===== src/rtl/pipe_hazard_ctrl.sv =====
// pipe_hazard_ctrl: pipeline sequencer for the execute stage.
// Generates per-stage stall/flush controls and the fetch redirect. It covers three cases:
//   - load-use hazards between decode and exec;
//   - taken branches/jumps from exec, turned into a one-cycle redirect;
//   - trap entry: drain older instructions, then jump to mtvec.
// Ports:
//   clk, reset                       clock, asynchronous active-high reset
//   id_valid, id_rs1/2, id_uses_rs1/2 decode-stage operand info
//   ex_rd, ex_reg_write, ex_mem_read exec output register destination info
//   ex_branch_*/ex_jump_*            resolved control flow from exec
//   ex_trap, ex_trap_cause, ex_pc    trap request from exec
//   mtvec                            trap vector base
//   mem_busy                         data memory not ready
//   stall_if/id/ex, flush_id/ex      pipeline controls (combinational)
//   redirect_valid, redirect_pc      fetch redirect
//   trap_commit, trap_cause/epc      trap taken pulse and latched trap info
module pipe_hazard_ctrl #(
    parameter int unsigned XLEN              = 64,
    parameter int unsigned TRAP_DRAIN_CYCLES = 2
) (
    input  logic            clk,
    input  logic            reset,
    input  logic            id_valid,
    input  logic [4:0]      id_rs1,
    input  logic [4:0]      id_rs2,
    input  logic            id_uses_rs1,
    input  logic            id_uses_rs2,
    input  logic [4:0]      ex_rd,
    input  logic            ex_reg_write,
    input  logic            ex_mem_read,
    input  logic            ex_branch_taken,
    input  logic [XLEN-1:0] ex_branch_target,
    input  logic            ex_jump_taken,
    input  logic [XLEN-1:0] ex_jump_target,
    input  logic            ex_trap,
    input  logic [3:0]      ex_trap_cause,
    input  logic [XLEN-1:0] ex_pc,
    input  logic [XLEN-1:0] mtvec,
    input  logic            mem_busy,
    output logic            stall_if,
    output logic            stall_id,
    output logic            stall_ex,
    output logic            flush_id,
    output logic            flush_ex,
    output logic            redirect_valid,
    output logic [XLEN-1:0] redirect_pc,
    output logic            trap_commit,
    output logic [3:0]      trap_cause,
    output logic [XLEN-1:0] trap_epc
);

    typedef enum logic [1:0] {StRun, StRedirect, StTrapDrain, StTrapJump} state_e;

    localparam logic [3:0] DrainInit = 4'(TRAP_DRAIN_CYCLES - 1);

    state_e          state_q, state_d;
    logic [3:0]      cnt_q, cnt_d;
    logic [XLEN-1:0] redirect_pc_q, redirect_pc_d;
    logic [3:0]      trap_cause_q, trap_cause_d;
    logic [XLEN-1:0] trap_epc_q, trap_epc_d;
    logic            load_use;

    // Hazard only counts when no higher-priority control event is resolving in exec.
    assign load_use = id_valid && ex_mem_read && ex_reg_write && (ex_rd != 5'd0) &&
                      ((id_uses_rs1 && (id_rs1 == ex_rd)) ||
                       (id_uses_rs2 && (id_rs2 == ex_rd))) &&
                      !ex_trap && !ex_jump_taken && !ex_branch_taken;

    always_comb begin
        state_d        = state_q;
        cnt_d          = cnt_q;
        redirect_pc_d  = redirect_pc_q;
        trap_cause_d   = trap_cause_q;
        trap_epc_d     = trap_epc_q;
        stall_if       = 1'b0;
        stall_id       = 1'b0;
        stall_ex       = 1'b0;
        flush_id       = 1'b0;
        flush_ex       = 1'b0;
        redirect_valid = 1'b0;
        trap_commit    = 1'b0;

        unique case (state_q)
            StRun: begin
                // A busy memory freezes everything; no bubble is needed while frozen.
                if (mem_busy) begin
                    stall_if = 1'b1;
                    stall_id = 1'b1;
                    stall_ex = 1'b1;
                end else if (load_use) begin
                    stall_if = 1'b1;
                    stall_id = 1'b1;
                    flush_ex = 1'b1;
                end
                if (ex_trap) begin
                    trap_cause_d = ex_trap_cause;
                    trap_epc_d   = ex_pc;
                    cnt_d        = DrainInit;
                    state_d      = StTrapDrain;
                end else if (ex_jump_taken) begin
                    redirect_pc_d = ex_jump_target;
                    state_d       = StRedirect;
                end else if (ex_branch_taken) begin
                    redirect_pc_d = ex_branch_target;
                    state_d       = StRedirect;
                end
            end
            StRedirect: begin
                redirect_valid = 1'b1;
                flush_id       = 1'b1;
                flush_ex       = 1'b1;
                state_d        = StRun;
            end
            StTrapDrain: begin
                stall_if = 1'b1;
                flush_id = 1'b1;
                flush_ex = 1'b1;
                if (!mem_busy) begin
                    if (cnt_q == 4'd0) begin
                        redirect_pc_d = {mtvec[XLEN-1:2], 2'b00};
                        state_d       = StTrapJump;
                    end else begin
                        cnt_d = cnt_q - 4'd1;
                    end
                end
            end
            StTrapJump: begin
                redirect_valid = 1'b1;
                trap_commit    = 1'b1;
                flush_id       = 1'b1;
                flush_ex       = 1'b1;
                state_d        = StRun;
            end
            default: state_d = StRun;
        endcase

        // Controls read as idle for the whole reset window, whatever the inputs do.
        if (reset) begin
            stall_if       = 1'b0;
            stall_id       = 1'b0;
            stall_ex       = 1'b0;
            flush_id       = 1'b0;
            flush_ex       = 1'b0;
            redirect_valid = 1'b0;
            trap_commit    = 1'b0;
        end
    end

    always_ff @(posedge clk or posedge reset) begin
        if (reset) begin
            state_q       <= StRun;
            cnt_q         <= 4'd0;
            redirect_pc_q <= '0;
            trap_cause_q  <= 4'd0;
            trap_epc_q    <= '0;
        end else begin
            state_q       <= state_d;
            cnt_q         <= cnt_d;
            redirect_pc_q <= redirect_pc_d;
            trap_cause_q  <= trap_cause_d;
            trap_epc_q    <= trap_epc_d;
        end
    end

    assign redirect_pc = redirect_pc_q;
    assign trap_cause  = trap_cause_q;
    assign trap_epc    = trap_epc_q;

endmodule


===== config.mk =====
export PLATFORM = sky130hd
export DESIGN_NAME = pipe_hazard_ctrl
export DESIGN_NICKNAME = d
export VERILOG_FILES = /design/src/rtl/pipe_hazard_ctrl.sv
export SDC_FILE = /design/constraint.sdc
export NUM_CORES = 1
export LEC_CHECK = 0
export CELL_PAD_IN_SITES_DETAIL_PLACEMENT = 1
export CELL_PAD_IN_SITES_GLOBAL_PLACEMENT = 1
export CORE_AREA = 2 2 167 169
export CTS_CLUSTER_DIAMETER = 100
export DETAILED_ROUTE_END_ITERATION = 6
export DIE_AREA = 0 0 169 171
export PLACE_DENSITY_LB_ADDON = 0.1
export SLEW_MARGIN = 20
export SYNTH_ARGS = -nofsm -noshare
export SYNTH_HDL_FRONTEND = slang
export SYNTH_SLANG_ARGS = --single-unit

===== constraint.sdc =====
create_clock -name clk -period 7.1 [get_ports clk]
set_clock_uncertainty 0.05 [all_clocks]
set_input_delay 1.42 -clock clk [delete_from_list [all_inputs] [get_ports clk]]
set_output_delay 1.42 -clock clk [all_outputs]
set_load 0.005 [all_outputs]

==> impl_metrics.env, run 1 <==
export IMPL_status="finished clean"
export IMPL_globalplace_congestion=0.752
export IMPL_vdd_drop_max_v=0.000156
export IMPL_rsz0062_at_grt="no"
export IMPL_finalCriticalPeriod_ns=4.89
export IMPL_start_util_pct=25.2
export IMPL_die_area_um2=28900
export IMPL_fin_ws_ns=2.21
export IMPL_worstSetupPathType="in2out"
export IMPL_worst_hold_path_endpoint="trap_epc[8]"
export IMPL_hold_path_class="reg2reg"
export IMPL_synth_seq_cells=138
export IMPL_reg2regPathDepth=7
export IMPL_place_inst=1354
export IMPL_antenna_left=0
export IMPL_antenna_found_initial=1
export IMPL_cts_tree="yes"
export IMPL_die_w_um=169
export IMPL_min_period_over_period_pct=68.9
export IMPL_drv_slew=0
export IMPL_yosys_area_top_type_share_pct=50.2
export IMPL_routedWlPerCell_um=18.4
export IMPL_p_total_w=0.00450
export IMPL_setup_viol_count_final=0
export IMPL_slew_headroom_pct=35.3
export IMPL_postCtsHoldBufs=0
export IMPL_dp_slack_ns=2.19
export IMPL_slowest_delay_ns=0.57
export IMPL_vias=6071
export IMPL_first_pass_iters=4
export IMPL_crit_top_cell="clkdlybuf4s50_1"
export IMPL_reg2reg_to="redirect_pc[56]"
export IMPL_ys_async_sr_fraction_pct=100
export IMPL_io_pins=425
export IMPL_synth_edf_count=0
export IMPL_cts_max_level=4
export IMPL_cp_top_family="buffers and inverters"
export IMPL_ys_flop_type="dfrtp_1"
export IMPL_max_freq_mhz=204
export IMPL_hold_depth=1
export IMPL_cts_buffers=17
export IMPL_worstPathCellList="clkdlybuf4s50_1 -> xor2_1 -> nor4_1 -> a32oi_1 -> o21ai_0 -> clkdlybuf4s50_1"
export IMPL_nNetsFinal=1314
export IMPL_post_cts_resized=0
export IMPL_overflow=0
export IMPL_setup_tns_ns=0
export IMPL_viasPerCell=4.38
export IMPL_final_layout_size_suffix_gt1_share_pct=11.0
export IMPL_yosysMostFrequentCell="dfrtp_1"
export IMPL_antennaDiodeCount=0
export IMPL_post_layout_nonfiller_instances=1386
export IMPL_cts_sinks=138
export IMPL_clock_latency_ns=0.43
export IMPL_grt_pass1_vias=6560
export IMPL_power_density_nw_per_um2=375
export IMPL_synth_top_cells_by_area="dfrtp_1 (50%), mux2i_1 (18%), mux2_2 (11%)"
export IMPL_grt_pass1_wl_um=38100
export IMPL_fp_coreArea_um2=27300
export IMPL_endpoint_kind="primary output"
export IMPL_synth_distinct_cells=33
export IMPL_synth_top_cells_by_count="dfrtp_1 (138), mux2i_1 (126), nor2_1 (72)"
export IMPL_cts_root_buf="clkbuf_16"
export IMPL_worstPathArrival_ns=3.42
export IMPL_p_leak_nw=5.11
export IMPL_grt_use_total_pct=17.4
export IMPL_die_h_um=171
export IMPL_worst_slew_pin_slew_ns=0.971
export IMPL_required_ns=5.63
export IMPL_seq_area_frac_synth_pct=50.2
export IMPL_maxCapViolCount=0
export IMPL_syn_area_um2=6880
export IMPL_cp_num_buf_inv=2
export IMPL_yosysWarnings=0
export IMPL_hold_violations=0
export IMPL_grt_max_degree=91
export IMPL_yosysTopAreaCell="dfrtp_1"
export IMPL_syn_to_final_growth_pct=74.2
export IMPL_min_delay_start="trap_epc[8]"
export IMPL_slowest_stage="clkdlybuf4s50_1"
export IMPL_io_buffers=422
export IMPL_postSynthCellCount=616
export IMPL_worst_r2r_setup_slack_ns=4.22
export IMPL_cts_setup_buffers=0
export IMPL_wl_um=25500
export IMPL_critPathLaunchType="input port"
export IMPL_drt_iter0_drc=176
export IMPL_syn_area_per_cell_um2=11.2
export IMPL_rows=61
export IMPL_dp_hpwl_um=19200
export IMPL_worstReg2RegStart="cnt_q[0]"
export IMPL_drc=0
export IMPL_cp_max_fo=3
export IMPL_synthesis_nets=903
export IMPL_clk_pin_slew_ns=0.06
export IMPL_clockBufferDepth=2
-- power breakdown --
part	total [W]	internal (W)	switching, W
Clock	0.000891	0.000470	0.000421
Sequential	0.00140	0.00119	0.000212
Combinational	0.00220	0.00130	0.000904
-- area by class of cell --
type	count	area [um2]
Sequential cell	138	3450
Clock buffer	17	425
Inverter	65	249
Tap cell	346	433
Fill cell	2998	15300
Timing Repair Buffer	428	4280
Clock inverter	15	154
Multi-Input combinational cell	377	2990
-- flip-flops by register name (all words and copies together), names as in the netlist --
register     count
trap_cause       4
redirect_pc     64
state_q          2
trap_epc        64
cnt_q            4
-- worst register-to-register path: stages (launching register included) --
cell	delay [ns]
dfrtp_1	0.41
inv_1	0.07
ha_1	0.17
nor3b_2	0.29
nand3b_1	0.17
a21oi_4	0.66
buf_4	0.67
mux2i_1	0.30
-- worst max path at each step --
stage,startpoint,to,slack (ns),depth (start not counted)
3_5_place_dp,ex_rd[3],stall_if,2.19,6
6_report,ex_rd[3],stall_if,2.21,6
5_1_grt,ex_rd[2],stall_if,2.05,6
3_3_place_gp,ex_rd[3],stall_if,2.22,6
2_1_floorplan,reset,cnt_q[0],1.93,1
4_1_cts,ex_rd[3],stall_if,2.18,6
-- per-stage QoR --
step                hold slack (ns)  instance area [um2]  utilization, %
finish                        0.456                12000            43.8
global route                  0.469                12000            43.8
CTS                           0.460                12000            43.8
detailed placement            0.445                11400            41.7
global placement              0.438                11400            41.7
floorplan                     0.411                 6880               -
-- kinds of logic (layout without fill, tap and decap cells) --
logic type,after synthesis,after routing,synth area share [%]
muxes,196,196,29.8
buffers and inverters,101,525,6.60
DFF,138,138,50.2
xor gates and xnor gates,12,12,1.53
and+or+nand+nor,96,96,6.17
AOI/OAI and AO/OA,72,72,5.51
adders and majority gates,1,1,0.182
-- placed cells by master (no fill, tap or decap), drive strengths merged, types with 2 or more instances in the layout --
master	instances
a21oi	64
mux2	70
nor4	3
xor2	8
inv	74
and2	4
clkbuf	17
buf	7
or3	2
nor3	3
nand2	3
clkdlybuf4s50	421
xnor2	4
nor2b	2
clkinv	5
mux2i	126
nor2	72
dfrtp	138
nand2b	2
o21ai	3
-- per-layer routing --
metal | GRT usage, % | share of wire [%]
met3 | 8.91 | 12
met4 | 4.98 | 1.5
met2 | 28.5 | 47
met1 | 20.0 | 39
met5 | 0 | 0.035
No activity file was read; power rests on OpenSTA's default activity.
==> run 2, diff against run 1 <==
--- a/config.mk
+++ b/config.mk
@@ -7,10 +7,10 @@
 export LEC_CHECK = 0
 export CELL_PAD_IN_SITES_DETAIL_PLACEMENT = 1
 export CELL_PAD_IN_SITES_GLOBAL_PLACEMENT = 1
-export CORE_AREA = 2 2 167 169
+export CORE_AREA = 2 2 163 165
 export CTS_CLUSTER_DIAMETER = 100
 export DETAILED_ROUTE_END_ITERATION = 6
-export DIE_AREA = 0 0 169 171
+export DIE_AREA = 0 0 165 167
 export PLACE_DENSITY_LB_ADDON = 0.1
 export SLEW_MARGIN = 20
 export SYNTH_ARGS = -nofsm -noshare
==> constraint.sdc (replaced) <==
create_clock -name clk -period 4.8 [get_ports clk]
set_clock_uncertainty 0.05 [all_clocks]
set_input_delay 0.96 -clock clk [delete_from_list [all_inputs] [get_ports clk]]
set_output_delay 0.96 -clock clk [all_outputs]
set_load 0.005 [all_outputs]
==> run 2 against run 1 <==
Compared with the run above:
- via count rose by 0.64%
- register-to-register slack worse by 1.7 ns
- combinational power is 48% higher
- utilization increased by 2.7 points
- critical path depth unchanged
- critical endpoint unchanged
==> impl_metrics.env, run 2 (same netlist as run 1, synthesis figures left out) <==
export IMPL_die_h_um=167
export IMPL_rows=59
export IMPL_io_pins=425
export IMPL_slowest_delay_ns=0.54
export IMPL_post_cts_resized=0
export IMPL_nNetsFinal=1316
export IMPL_final_layout_size_suffix_gt1_share_pct=11.1
export IMPL_worst_r2r_setup_slack_ns=2.51
export IMPL_critPathLaunchType="input port"
export IMPL_layout_commonest_cell="clkdlybuf4s50_1"
export IMPL_die_w_um=165
export IMPL_dp_hpwl_um=19300
export IMPL_cts_buffers=17
export IMPL_p_comb_share_pct=49.4
export IMPL_worstPathArrival_ns=2.86
export IMPL_place_area_um2=11400
export IMPL_p_int_w=0.00438
export IMPL_p_leak_nw=5.10
export IMPL_hold_path_class="reg2reg"
export IMPL_endpoint_kind="primary output"
export IMPL_first_pass_iters=4
export IMPL_worstPathCellList="clkdlybuf4s50_1 -> xor2_1 -> nor4_1 -> a32oi_1 -> o21ai_0 -> clkdlybuf4s50_1"
export IMPL_min_delay_start="cnt_q[0]"
export IMPL_fp_coreArea_um2=25800
export IMPL_worst_slew_pin_slew_ns=0.693
export IMPL_cts_root_buf="clkbuf_16"
export IMPL_clockBufferDepth=2
export IMPL_cts_max_level=4
export IMPL_drv_slew=0
export IMPL_grt_use_total_pct=18.0
export IMPL_required_ns=3.79
export IMPL_drt_iter0_drc=151
export IMPL_fin_area_um2=12000
export IMPL_post_route_util_pct=46.5
export IMPL_syn_to_final_growth_pct=74.3
export IMPL_grt_pass1_wl_um=37800
export IMPL_hold_depth=1
export IMPL_clockPowerShare_pct=19.1
export IMPL_start_util_pct=26.7
export IMPL_finalCriticalPeriod_ns=3.87
export IMPL_p_switching_w=0.00222
export IMPL_grt_pass1_vias=6652
export IMPL_rsz0062_at_grt="no"
export IMPL_worstReg2RegStart="state_q[0]"
export IMPL_routedWlPerCell_um=18.3
export IMPL_worst_hold_path_endpoint="cnt_q[0]"
export IMPL_seqPwrFrac_pct=31.5
export IMPL_io_buffers=422
export IMPL_grt_max_degree=107
export IMPL_whs_ns=0.450
export IMPL_setup_viol_count_final=0
export IMPL_postCtsHoldBufs=0
export IMPL_crit_top_cell="clkdlybuf4s50_1"
export IMPL_worstSetupPathType="in2out"
export IMPL_cts_setup_buffers=0
export IMPL_vias=6110
export IMPL_setup_tns_ns=0
export IMPL_antenna_left=0
export IMPL_viasPerCell=4.43
export IMPL_overflow=0
export IMPL_antenna_found_initial=2
export IMPL_min_period_over_period_pct=80.7
export IMPL_die_area_um2=27600
export IMPL_power_density_nw_per_um2=550
export IMPL_wl_um=25200
export IMPL_cp_max_fo=3
export IMPL_globalplace_congestion=0.788
export IMPL_reg2regPathDepth=4
export IMPL_maxCapViolCount=0
export IMPL_slowest_stage="clkdlybuf4s50_1"
export IMPL_status="finished clean"
export IMPL_clk_pin_slew_ns=0.06
export IMPL_vdd_drop_max_v=0.000348
export IMPL_cts_sinks=138
export IMPL_max_freq_mhz=258
export IMPL_swShare_pct=33.7
export IMPL_final_cell_mix="clkdlybuf4s50_1 (421), dfrtp_1 (138), mux2i_1 (126)"
export IMPL_hold_violations=0
export IMPL_drc=0
export IMPL_cts_tree="yes"
export IMPL_slew_headroom_pct=53.8
export IMPL_fillers=2843
export IMPL_clock_latency_ns=0.41
export IMPL_reg2reg_to="trap_epc[15]"
## run 2: layout make-up
type | count | area (um2) | share of cell area (%)
multi-input cells | 377 | 2990 | 24.9
repair buffers | 430 | 4320 | 36.0
clock buffers | 17 | 425 | 3.55
inverters | 65 | 249 | 2.08
flip-flops and latches | 138 | 3450 | 28.8
diodes | 2 | 5.00 | 0.0417
well taps | 335 | 419 | 3.50
clock inverters | 15 | 130 | 1.09
## run 2: worst max-delay path by stage
stage | start | end | slack (ns)
floorplan | reset | cnt_q[0] | 0.09
global placement | ex_rd[3] | stall_if | 0.91
detailed placement | ex_rd[2] | stall_if | 0.92
CTS | ex_rd[2] | stall_if | 0.92
global route | ex_rd[2] | stall_if | 0.80
finish | ex_rd[2] | stall_if | 0.93
## run 2: worst max-delay path: cells and delay by family
kind            cells  cell delay [ns]
compound gates      2             0.40
xor+xnor            1             0.19
buf+inv             2             1.02
simple gates        1             0.28
## run 2: layer usage
| layer | track usage (%) | share of wire, % | up-vias |
|---|---|---|---|
| met5 | 0 | 0 | - |
| met4 | 5.67 | 1.5 | 0 |
| met3 | 7.97 | 11 | 23 |
| met2 | 31.3 | 50 | 264 |
| met1 | 19.6 | 38 | 2922 |
| li1 | - | - | 2901 |
## run 2: power by group through the flow
| stage | Clock (W) | Sequential [W] | Combinational (W) |
|---|---|---|---|
| finish | 0.00126 | 0.00208 | 0.00326 |
| global route | 0.00135 | 0.00217 | 0.00356 |
| CTS | 0.00130 | 0.00209 | 0.00335 |
| detailed placement | 0 | 0.00210 | 0.00332 |
| global placement | 0 | 0.00207 | 0.00329 |
| floorplan | 0 | 0.00212 | 0.00142 |
## run 2: per-stage QoR
| stage | instances | worst slack, ns | total power [W] |
|---|---|---|---|
| after global routing | 1379 | 0.804 | 0.00708 |
| after CTS | 1377 | 0.915 | 0.00674 |
| final | 1379 | 0.927 | 0.00660 |
| after global placement | 1345 | 0.915 | 0.00536 |
| after detailed placement | 1345 | 0.921 | 0.00543 |
| after floorplan | 616 | 0.0938 | 0.00354 |
